===== src/rtl/avm_alu_master.sv =====
// Avalon-MM master that runs one ALU job per command: write A, write B, write opcode, read result.
// Optional waitrequest timeout enabled by defining AVM_ALU_MASTER_TIMEOUT_EN.
module avm_alu_master #(
  parameter int ADDR_W         = 32,
  parameter int DATA_W         = 32,
  parameter int OP_W           = 2,
  parameter int ADDR_A         = 0,
  parameter int ADDR_B         = 1,
  parameter int ADDR_OP        = 3,
  parameter int ADDR_RES       = 0,
  parameter int READ_LATENCY   = 1,
  parameter int TIMEOUT_CYCLES = 255
) (
  input  logic              clk,
  input  logic              rst,
  input  logic              cmd_valid,
  output logic              cmd_ready,
  input  logic [DATA_W-1:0] cmd_a,
  input  logic [DATA_W-1:0] cmd_b,
  input  logic [OP_W-1:0]   cmd_op,
  output logic              rsp_valid,
  input  logic              rsp_ready,
  output logic [DATA_W-1:0] rsp_data,
  output logic              rsp_error,
  output logic [ADDR_W-1:0] avm_address,
  output logic [DATA_W-1:0] avm_write_data,
  output logic              avm_write,
  output logic              avm_read,
  input  logic [DATA_W-1:0] avm_read_data,
  input  logic              avm_waitrequest
);

  if (READ_LATENCY < 1 || READ_LATENCY > 15 || TIMEOUT_CYCLES < 1 || OP_W > DATA_W) begin : g_bad_params
    $error("avm_alu_master: parameter out of range");
  end

  typedef enum logic [2:0] {
    IDLE    = 3'd0,
    WR_A    = 3'd1,
    WR_B    = 3'd2,
    WR_OP   = 3'd3,
    RD_REQ  = 3'd4,
    RD_WAIT = 3'd5,
    RESP    = 3'd6
  } state_t;

  state_t            state_q, state_d;
  logic [DATA_W-1:0] a_q, a_d;
  logic [DATA_W-1:0] b_q, b_d;
  logic [OP_W-1:0]   op_q, op_d;
  logic [3:0]        lat_q, lat_d;
  logic [DATA_W-1:0] rsp_data_q, rsp_data_d;
  logic              cmd_ready_q, cmd_ready_d;
  logic              rsp_valid_q, rsp_valid_d;
  logic [ADDR_W-1:0] addr_q, addr_d;
  logic [DATA_W-1:0] wdata_q, wdata_d;
  logic              write_q, write_d;
  logic              read_q, read_d;
  logic              timeout;

`ifdef AVM_ALU_MASTER_TIMEOUT_EN
  localparam int TO_W = 16;

  logic [TO_W-1:0] wait_cnt_q, wait_cnt_d;
  logic            rsp_error_q, rsp_error_d;
  logic            in_bus_state;

  // Counts consecutive stalled cycles of the current bus request; fires on the last allowed one.
  always_comb begin
    in_bus_state = (state_q == WR_A) || (state_q == WR_B) || (state_q == WR_OP) || (state_q == RD_REQ);
    wait_cnt_d   = '0;
    timeout      = 1'b0;
    if (in_bus_state && avm_waitrequest) begin
      if (wait_cnt_q >= TO_W'(TIMEOUT_CYCLES - 1)) begin
        timeout = 1'b1;
      end else begin
        wait_cnt_d = wait_cnt_q + 1'b1;
      end
    end
    rsp_error_d = rsp_error_q;
    if (timeout) begin
      rsp_error_d = 1'b1;
    end else if (state_q == RESP && rsp_ready) begin
      rsp_error_d = 1'b0;
    end
  end

  always_ff @(posedge clk) begin
    if (rst) begin
      wait_cnt_q  <= '0;
      rsp_error_q <= 1'b0;
    end else begin
      wait_cnt_q  <= wait_cnt_d;
      rsp_error_q <= rsp_error_d;
    end
  end

  assign rsp_error = rsp_error_q;
`else
  assign timeout   = 1'b0;
  assign rsp_error = 1'b0;
`endif

  always_comb begin
    state_d     = state_q;
    a_d         = a_q;
    b_d         = b_q;
    op_d        = op_q;
    lat_d       = lat_q;
    rsp_data_d  = rsp_data_q;

    case (state_q)
      IDLE: begin
        if (cmd_valid && cmd_ready_q) begin
          a_d     = cmd_a;
          b_d     = cmd_b;
          op_d    = cmd_op;
          state_d = WR_A;
        end
      end
      WR_A:   if (!avm_waitrequest) state_d = WR_B;
      WR_B:   if (!avm_waitrequest) state_d = WR_OP;
      WR_OP:  if (!avm_waitrequest) state_d = RD_REQ;
      RD_REQ: begin
        if (!avm_waitrequest) begin
          lat_d   = 4'(READ_LATENCY - 1);
          state_d = RD_WAIT;
        end
      end
      RD_WAIT: begin
        if (lat_q == 4'd0) begin
          rsp_data_d = avm_read_data;
          state_d    = RESP;
        end else begin
          lat_d = lat_q - 4'd1;
        end
      end
      RESP:    if (rsp_ready) state_d = IDLE;
      default: state_d = IDLE;
    endcase

    if (timeout) begin
      rsp_data_d = '0;
      state_d    = RESP;
    end

    // Outputs are registered copies decoded from the next state, so nothing combinational reaches a port.
    cmd_ready_d = (state_d == IDLE);
    rsp_valid_d = (state_d == RESP);
    write_d     = (state_d == WR_A) || (state_d == WR_B) || (state_d == WR_OP);
    read_d      = (state_d == RD_REQ);
    addr_d      = addr_q;
    wdata_d     = wdata_q;
    case (state_d)
      WR_A: begin
        addr_d  = ADDR_W'(ADDR_A);
        wdata_d = a_d;
      end
      WR_B: begin
        addr_d  = ADDR_W'(ADDR_B);
        wdata_d = b_q;
      end
      WR_OP: begin
        addr_d  = ADDR_W'(ADDR_OP);
        wdata_d = DATA_W'(op_q);
      end
      RD_REQ:  addr_d = ADDR_W'(ADDR_RES);
      default: ;
    endcase
  end

  always_ff @(posedge clk) begin
    if (rst) begin
      state_q     <= IDLE;
      a_q         <= '0;
      b_q         <= '0;
      op_q        <= '0;
      lat_q       <= '0;
      rsp_data_q  <= '0;
      cmd_ready_q <= 1'b0;
      rsp_valid_q <= 1'b0;
      addr_q      <= '0;
      wdata_q     <= '0;
      write_q     <= 1'b0;
      read_q      <= 1'b0;
    end else begin
      state_q     <= state_d;
      a_q         <= a_d;
      b_q         <= b_d;
      op_q        <= op_d;
      lat_q       <= lat_d;
      rsp_data_q  <= rsp_data_d;
      cmd_ready_q <= cmd_ready_d;
      rsp_valid_q <= rsp_valid_d;
      addr_q      <= addr_d;
      wdata_q     <= wdata_d;
      write_q     <= write_d;
      read_q      <= read_d;
    end
  end

  assign cmd_ready      = cmd_ready_q;
  assign rsp_valid      = rsp_valid_q;
  assign rsp_data       = rsp_data_q;
  assign avm_address    = addr_q;
  assign avm_write_data = wdata_q;
  assign avm_write      = write_q;
  assign avm_read       = read_q;

endmodule


===== config.mk =====
export PLATFORM = sky130hd
export DESIGN_NAME = avm_alu_master
export DESIGN_NICKNAME = d
export VERILOG_FILES = /design/src/rtl/avm_alu_master.sv
export SDC_FILE = /design/constraint.sdc
export NUM_CORES = 1
export LEC_CHECK = 0
export BUFFER_PORTS_ARGS = -buffer_cell sky130_fd_sc_hd__buf_2
export CAP_MARGIN = 20
export CORE_MARGIN = 5
export CORE_UTILIZATION = 40
export DETAILED_ROUTE_END_ITERATION = 7
export PLACE_DENSITY = 0.73
export SLEW_MARGIN = 40
export SYNTH_ARGS = -nofsm -noshare
export SYNTH_HDL_FRONTEND = slang
export SYNTH_SLANG_ARGS = --single-unit

===== constraint.sdc =====
create_clock -name clk -period 2.2 [get_ports clk]
set_input_delay 0.11 -clock clk [delete_from_list [all_inputs] [get_ports clk]]
set_output_delay 0.11 -clock clk [all_outputs]
set_load 0.05 [all_outputs]

==> results.toml, run 1 <==
[run_status]
outcome = "completed"

[setup_path]
slowest_stage = "mux2_1"
start_kind = "flop"
critPathMaxStageDelay_ns = 0.40
worstPathCellList = "nor4bb_2 -> nor2b_4 -> buf_12 -> mux2_1 -> a221oi_2 -> a221oi_2"
cp_max_fo = 47
endpoint_kind = "flop"
required_ns = 2.48
criticalPathCategory = "reg2reg"
crit_buf_inv = 1
arrival_ns = 2.38
critPathTopFamily = "simple AND/OR/NAND/NOR gates"
crit_top_cell = "a221oi_2"

[layout]
diodes = 0
areaGrowthSynthToFinish_pct = 35.0
drive_above_1_share_pct = 35.1
final_core_util_pct = 54.8
final_net_count = 999

[yosys]
ys_ff_latch = 143
netlist_area_um2 = 6400
synth-edff-count = 0
yosys.area.top_type = "dfxtp_1"
synth_cells = 669
syn_area_per_cell_um2 = 9.56
synth.top_cell.area_share_pct = 44.7
yosysMostFrequentCell = "dfxtp_1"
synthTopCellsByCount = "dfxtp_1, nand2_1, a21oi_1"
ys_warn_count = 0
synth-async-reset-ratio_pct = 0
yosysSeqAreaShare_pct = 44.7
synth_area_leaders = "dfxtp_1, a221oi_2, nand2_1, a21oi_1, buf_4"
ys_types = 53
ys_dominant_reg_cell = "dfxtp_1"

[global_routing]
first_global_vias = 5619
grt_pass1_wl_mm = 28.7
antenna_found_initial = 1
grtUsageTotal_pct = 19.6
grt_start_max_net_pins = 48
gr-total-overflow = 0

[floorplanning]
initial_core_util_pct = 40.6
die_h_um = 136
die_w_um = 136
rows = 46
ios = 204
dieArea_um2 = 18600
coreArea_um2 = 15800

[timing]
hold_violations = 0
tns_ns = 0
slew_viol_final = 0
final.min_clock_period_ns = 2.10
tightest_slew_ns = 0.573
skew_ns = 0.00834
rsz0062_at_grt = "no"
setup_viol = 0
fmax_mhz = 476
slew_headroom_pct = 61.8
fin_crit_sh_pct = 95.4

[routing]
met3WireLength_mm = 1.49
first_pass_iters = 5
drtAntennaViolNets = 0
route.detailed.drc = 0
drt-total-wl_mm = 18.1
via_count = 5528
avgViaCountPerCell = 4.92
drt_iter0_markers = 252
met2_length_mm = 8.71
top_layer = "met5"
post_drt_wl_per_cell_um = 16.1
met1_length_mm = 7.53

[clocking]
cts_sinks = 143
cts_buffers = 17
cts-root-buf = "clkbuf_16"
clkTransAtPathRegs_ns = 0.06
cts_setup_buffers = 0
clockBufferDepth = 2
insertion_delay_ns = 0.42
cts-htree-levels = 4
cts_tree = "built"

[place]
place_congestion = 0.819
io_buffers = 172
hpwl_mm = 11.5

[power_and_ir_drop]
power_density_nw_per_um2 = 893
p_leak_nw = 3.64
ir_drop_uv = 562

[job]
drv_cap = 0

[min_path]
hp-class = "in2reg"
==> path summary, 6_finish.rpt <==
check                                         startpoint                               to  slack (ns)  cells after the start
worst min-delay path                            cmd_a[0]                a_q[0]$_SDFF_PP0_        0.05                      3
worst min register to register  rsp_data[6]$_SDFFE_PP0P_         rsp_data[6]$_SDFFE_PP0P_        0.45                      2
worst max-delay path               state_q[0]$_SDFF_PP0_  avm_write_data[13]$_SDFFE_PP0P_        0.10                      6
worst max register to register     state_q[0]$_SDFF_PP0_  avm_write_data[13]$_SDFFE_PP0P_        0.10                      6
==> flip-flops by register name, indices dropped and copies added (netlist names) <==
| name | cells |
|---|---|
| a_q | 32 |
| avm_address | 2 |
| avm_read | 1 |
| avm_write | 1 |
| avm_write_data | 32 |
| b_q | 32 |
| cmd_ready | 1 |
| lat_q | 4 |
| op_q | 2 |
| rsp_data | 32 |
| rsp_valid | 1 |
| state_q | 3 |
==> metal layers <==
layer  up-vias  GRT usage, %
li1       2705             -
met1      2574          23.5
met2       217          32.8
met3        30          6.81
met4         2          6.66
met5         -             0
==> logic make-up after synthesis <==
group,Yosys count,share of synthesized area (%)
compound gates,159,23.2
xor+xnor,3,0.411
fa+ha+maj,2,0.391
buf+inv,118,10.4
flops,143,44.7
mux,32,5.61
other cells,1,0.0586
simple gates,211,15.2
==> where the power goes <==
part	leakage [nW]	total, mW	internal [mW]	switching (mW)
Clock	0.290	2.91	1.77	1.14
Combinational	2.18	1.90	0.658	1.24
Sequential	1.16	2.91	2.80	0.109
Total	3.64	7.72	5.23	2.49
==> cell usage in the layout (no fill, tap or decap), types with 3 or more instances in the layout <==
cell type	instances
dfxtp_1	142
nand3_1	4
conb_1	31
inv_6	3
mux2_1	11
nor2b_1	3
inv_1	33
clkbuf_8	3
buf_2	171
buf_12	7
a221oi_2	56
a21oi_1	78
o31ai_1	3
clkbuf_16	17
and2_1	33
dlygate4sd3_1	67
buf_4	16
nor2_1	8
and3_1	4
nand2_1	138
nand2b_1	3
mux2_2	20
nor3_1	5
==> cell type report <==
type	instances	area (µm²)
clock buffers	21	470
clock inverters	11	129
fillers	1439	7130
inverters	33	124
multi-input cells	438	3000
flip-flops and latches	143	2860
well taps	216	270
repair buffers	261	1790
==> repair_timing <==
item                                    in CTS  in global routing
hold buffers                                67                  0
resized for setup                            0                  1
endpoints found under the hold margin       67                  0
endpoints found under the setup margin       0                 16
==> tightest hold or removal path, delay by kind of cell <==
| kind | cells | cell delay (ns) |
|---|---|---|
| buffers and inverters | 1 | 0.09 |
| muxes | 1 | 0.13 |
| and+or+nand+nor | 1 | 0.11 |
==> per-stage QoR <==
stage                     worst slack, ns  hold slack, ns  area (µm²)  total power [mW]  instances
after global placement              0.150           0.350        7360              4.74       1024
after CTS                          0.0515          0.0342        8630              7.77       1123
final                               0.100          0.0536        8640              7.72       1123
after floorplan                     0.134           0.246        6510              4.38        699
after global routing              0.00136          0.0451        8640              8.04       1123
after detailed placement           0.0681           0.355        7360              4.76       1024
(Power assumes the default switching activity.)
==> inputs of run 2 (changes only) <==
==> constraint.sdc (replaced) <==
create_clock -name clk -period 2.2 [get_ports clk]
set_input_delay 0.33 -clock clk [delete_from_list [all_inputs] [get_ports clk]]
set_output_delay 0.33 -clock clk [all_outputs]
set_load 0.05 [all_outputs]
==> run 2 against run 1 <==
Non-clock buffer count is 65 lower. Register-to-register slack is essentially flat. Via count down 5.9%. Setup slack got worse by 0.0015 ns. Critical path type unchanged. Count of clock-buffer cells in the layout is 4 lower. Clock skew fell by 0.0015 ns. Maximum frequency about the same. Routed wire length is 6.2% lower. Largest power group unchanged. Sequential share of layout area increased by 2.7 points. First-iteration DRC count grew 13%. Final cell count down 5.9%.
==> results.toml, run 2 (synthesis results as in run 1) <==
[timing]
slew_headroom_pct = 61.1
skew_ns = 0.00680
final.min_clock_period_ns = 2.10
setup_viol = 0
tightest_slew_ns = 0.583
slew_viol_final = 0
fin_crit_sh_pct = 95.5
hold_violations = 0
tns_ns = 0
fmax_mhz = 476
rsz0062_at_grt = "no"
worst_slack_ns = 0.0988

[layout]
final_cell_mix = "buf_2, dfxtp_1, nand2_1, a21oi_1, a221oi_2"
final_net_count = 934
final_common_cell = "buf_2"
areaGrowthSynthToFinish_pct = 25.0
drive_above_1_share_pct = 38.2
nFillCells = 1517

[routing]
drtAntennaViolNets = 0
route.detailed.drc = 0
drt_iter0_markers = 285
post_drt_wl_per_cell_um = 16.0
via_count = 5204
drt-total-wl_mm = 17.0
avgViaCountPerCell = 4.92
first_pass_iters = 4

[setup_path]
cp_max_fo = 30
criticalPathCategory = "reg2reg"
r2r_slack_ns = 0.1
arrival_ns = 2.38
endpoint_kind = "flop"
required_ns = 2.47
start_kind = "flop"

[floorplanning]
dieArea_um2 = 18600
coreArea_um2 = 15800
rows = 46
ios = 204
die_w_um = 136
die_h_um = 136
initial_core_util_pct = 40.6

[power_and_ir_drop]
power_density_nw_per_um2 = 955
p_switching_mw = 2.47
p_leak_nw = 3.37
intPower_mw = 5.17
pwr-share-clk_pct = 38.1
power_frac_comb_pct = 23.8
swShare_pct = 32.3
ir_drop_uv = 530
pwr-share-seq_pct = 38.0

[clocking]
cts-root-buf = "clkbuf_16"
clkTransAtPathRegs_ns = 0.06
postCtsHoldBufs = 0
cts_tree = "built"
ctsResizeCount = 0
cts-htree-levels = 4
clockBufferDepth = 2
cts_buffers = 17
insertion_delay_ns = 0.42
cts_setup_buffers = 0
cts_sinks = 143

[global_routing]
grt_pass1_wl_mm = 26.7
grt_start_max_net_pins = 109
antenna_found_initial = 1
grtUsageTotal_pct = 18.4
gr-total-overflow = 0
first_global_vias = 5122

[job]
drv_cap = 0

[min_path]
hp-class = "in2reg"

[run_status]
outcome = "completed"

[place]
place_congestion = 0.808
post-place-ws_ns = 0.0467
hpwl_mm = 11.4
io_buffers = 172
run 2: cell type report:
| cell class | count | area (µm²) | share of cell area (%) |
|---|---|---|---|
| diodes | 1 | 2.50 | 0.0313 |
| clock inverters | 13 | 163 | 2.03 |
| repair buffers | 196 | 1130 | 14.2 |
| multi-input cells | 438 | 3010 | 37.7 |
| well taps | 216 | 270 | 3.38 |
| inverters | 33 | 124 | 1.55 |
| flip-flops and latches | 143 | 2870 | 35.8 |
| clock buffers | 17 | 425 | 5.32 |
run 2: worst paths after layout:
check | to | start | cells after the start
worst max-delay path | avm_write_data[31]$_SDFFE_PP0P_ | state_q[0]$_SDFF_PP0_ | 6
worst min register to register | rsp_data[16]$_SDFFE_PP0P_ | rsp_data[16]$_SDFFE_PP0P_ | 2
worst max register to register | avm_write_data[31]$_SDFFE_PP0P_ | state_q[0]$_SDFF_PP0_ | 6
worst min-delay path | rsp_data[14]$_SDFFE_PP0P_ | avm_read_data[14] | 3
run 2: critical path, stage by stage, from the launching register on:
cell,delay (ns)
dfxtp_1,0.33
nor4bb_2,0.36
nor2b_4,0.27
buf_12,0.21
mux2_2,0.36
a221oi_1,0.32
a221oi_2,0.09
run 2: power groups by stage:
stage	combinational [mW]	clock, mW	sequential [mW]
3_5_place_dp	1.81	0	2.96
2_1_floorplan	1.01	0	3.37
5_1_grt	1.94	3.11	2.93
4_1_cts	1.82	2.96	2.91
6_report	1.82	2.91	2.91
3_3_place_gp	1.80	0	2.96
run 2: metrics by stage:
step | std cells | total power [mW] | util [%] | hold slack [ns] | instance area [µm²]
detailed placement | 1026 | 4.77 | 46.8 | 0.443 | 7380
global placement | 1026 | 4.76 | 46.8 | 0.438 | 7380
finish | 1057 | 7.64 | 50.7 | 0.141 | 8000
CTS | 1056 | 7.69 | 50.5 | 0.124 | 7970
floorplan | 699 | 4.38 | - | 0.436 | 6510
global route | 1056 | 7.97 | 50.7 | 0.134 | 8000
run 2: per-layer routing:
layer,GRT usage (%),up-vias,part of all wire (%)
met3,6.22,14,7.5
met5,0,-,0.059
li1,-,2569,-
met1,23.7,2452,45
met2,29.0,167,47
met4,5.88,2,1.2
==> inputs of run 3 (changes only) <==
--- a/config.mk
+++ b/config.mk
@@ -11,6 +11,7 @@
 export CORE_UTILIZATION = 40
 export DETAILED_ROUTE_END_ITERATION = 7
 export PLACE_DENSITY = 0.73
+export RECOVER_POWER = 50
 export SLEW_MARGIN = 40
 export SYNTH_ARGS = -nofsm -noshare
 export SYNTH_HDL_FRONTEND = slang
==> run 3 against run 2 <==
Count of clock-buffer cells in the layout is the same. Register-to-register slack is essentially flat. Worst hold slack is essentially flat. Final cell count stayed put. Global-route usage is the same. Via count fell by 0.21%. Clock power about the same. Combinational power is 2% lower. Maximum frequency increased by 0.23%. Cell area shrank 1.1%. Critical path depth rose by 1. Largest power group unchanged.
==> results.toml, run 3 (synthesis results as in run 1) <==
[setup_path]
rr_worst_depth = 7
slowest_stage = "dfxtp_1"
worstPathCellList = "buf_4 -> nor2b_2 -> nor2b_1 -> o32a_4 -> o21ai_4 -> buf_12 -> a221oi_2"
critPathMaxStageDelay_ns = 0.36
criticalPathCategory = "reg2reg"
arrival_ns = 2.42
endpoint_kind = "flop"
start_kind = "flop"
cp_max_fo = 23
required_ns = 2.53

[clocking]
insertion_delay_ns = 0.42
cts-root-buf = "clkbuf_16"
cts_tree = "built"
clkTransAtPathRegs_ns = 0.06
postCtsHoldBufs = 0
cts_sinks = 143
cts_buffers = 17
clockBufferDepth = 2
cts-htree-levels = 4

[routing]
drt-total-wl_mm = 16.9
top_layer = "met5"
avgViaCountPerCell = 4.91
first_pass_iters = 4
route.detailed.drc = 0
met1_length_mm = 7.53
post_drt_wl_per_cell_um = 16.0
drtAntennaViolNets = 0
drt_iter0_markers = 228
met2_length_mm = 7.84
via_count = 5193
met3WireLength_mm = 1.29

[power_and_ir_drop]
p_leak_nw = 3.08
swShare_pct = 32.5
intPower_mw = 5.14
power_density_nw_per_um2 = 962
pwr-share-clk_pct = 38.3
pwr-share-seq_pct = 38.3
power_frac_comb_pct = 23.5
p_switching_mw = 2.47
ir_drop_uv = 531

[layout]
finalNonFillerCells = 1057
final_net_count = 934
fin_area_um2 = 7910
drive_above_1_share_pct = 29.9
final_common_cell = "dfxtp_1"
final_cell_mix = "dfxtp_1, nand2_1, buf_2, a21oi_1, clkbuf_1"
areaGrowthSynthToFinish_pct = 23.6

[floorplanning]
die_w_um = 136
die_h_um = 136
initial_core_util_pct = 40.6
rows = 46
coreArea_um2 = 15800
ios = 204
dieArea_um2 = 18600

[timing]
final.min_clock_period_ns = 2.10
worst_slack_ns = 0.104
hold_ws_ns = 0.141
slew_headroom_pct = 54.3
setup_viol = 0
tns_ns = 0
skew_ns = 0.00768
fmax_mhz = 477
rsz0062_at_grt = "no"
tightest_slew_ns = 0.688
hold_violations = 0
fin_crit_sh_pct = 95.3
slew_viol_final = 0

[place]
post-place-ws_ns = 0.0467
io_buffers = 172
place_congestion = 0.808
hpwl_mm = 11.4
place_inst = 1026
placedInstanceArea_um2 = 7380

[global_routing]
grt_start_max_net_pins = 109
grtUsageTotal_pct = 18.4
antenna_found_initial = 1
grt_pass1_wl_mm = 26.7
first_global_vias = 5122
gr-total-overflow = 0

[min_path]
hold_path_depth = 3
hp-class = "in2reg"

[run_status]
outcome = "completed"

[job]
drv_cap = 0
run 3: repair_timing:
item                       CTS  global route
resized for setup            0             5
buffers inserted             0             0
setup endpoints to repair    0            28
run 3: through the flow:
| step | util, % | total power, mW |
|---|---|---|
| floorplan | - | 4.38 |
| global placement | 46.8 | 4.76 |
| detailed placement | 46.8 | 4.77 |
| CTS | 50.5 | 7.69 |
| global route | 50.1 | 7.94 |
| finish | 50.2 | 7.61 |
run 3: critical path: cells and delay by family (launching register included):
kind / cells / cell delay [ns]
flops: 1 / 0.36
simple gates: 2 / 0.61
buf+inv: 2 / 0.40
compound gates: 3 / 0.62
run 3: cell type report:
class	count	area [µm²]
diodes	1	2.50
clock buffers	17	425
clock inverters	13	163
fillers	1538	7860
inverters	33	124
multi-input cells	438	3010
flip-flops and latches	143	2870
well taps	216	270
repair buffers	196	1040
run 3: final timing paths:
check	start	endpoint	slack (ns)
max	state_q[0]$_SDFF_PP0_	avm_write_data[15]$_SDFFE_PP0P_	0.10
min	avm_read_data[2]	rsp_data[2]$_SDFFE_PP0P_	0.14
max reg2reg	state_q[0]$_SDFF_PP0_	avm_write_data[15]$_SDFFE_PP0P_	0.10
min reg2reg	rsp_data[16]$_SDFFE_PP0P_	rsp_data[16]$_SDFFE_PP0P_	0.45
run 3: metal layers:
| layer | GRT usage (%) | vias up |
|---|---|---|
| li1 | - | 2573 |
| met1 | 23.7 | 2431 |
| met2 | 29.0 | 170 |
| met3 | 6.22 | 17 |
| met4 | 5.88 | 2 |
| met5 | 0 | - |
run 3: power groups by stage:
stage | registers (mW) | clock network, mW | logic, mW
CTS | 2.91 | 2.96 | 1.82
global placement | 2.96 | 0 | 1.80
global route | 2.93 | 3.11 | 1.90
floorplan | 3.37 | 0 | 1.01
detailed placement | 2.96 | 0 | 1.81
finish | 2.91 | 2.91 | 1.78
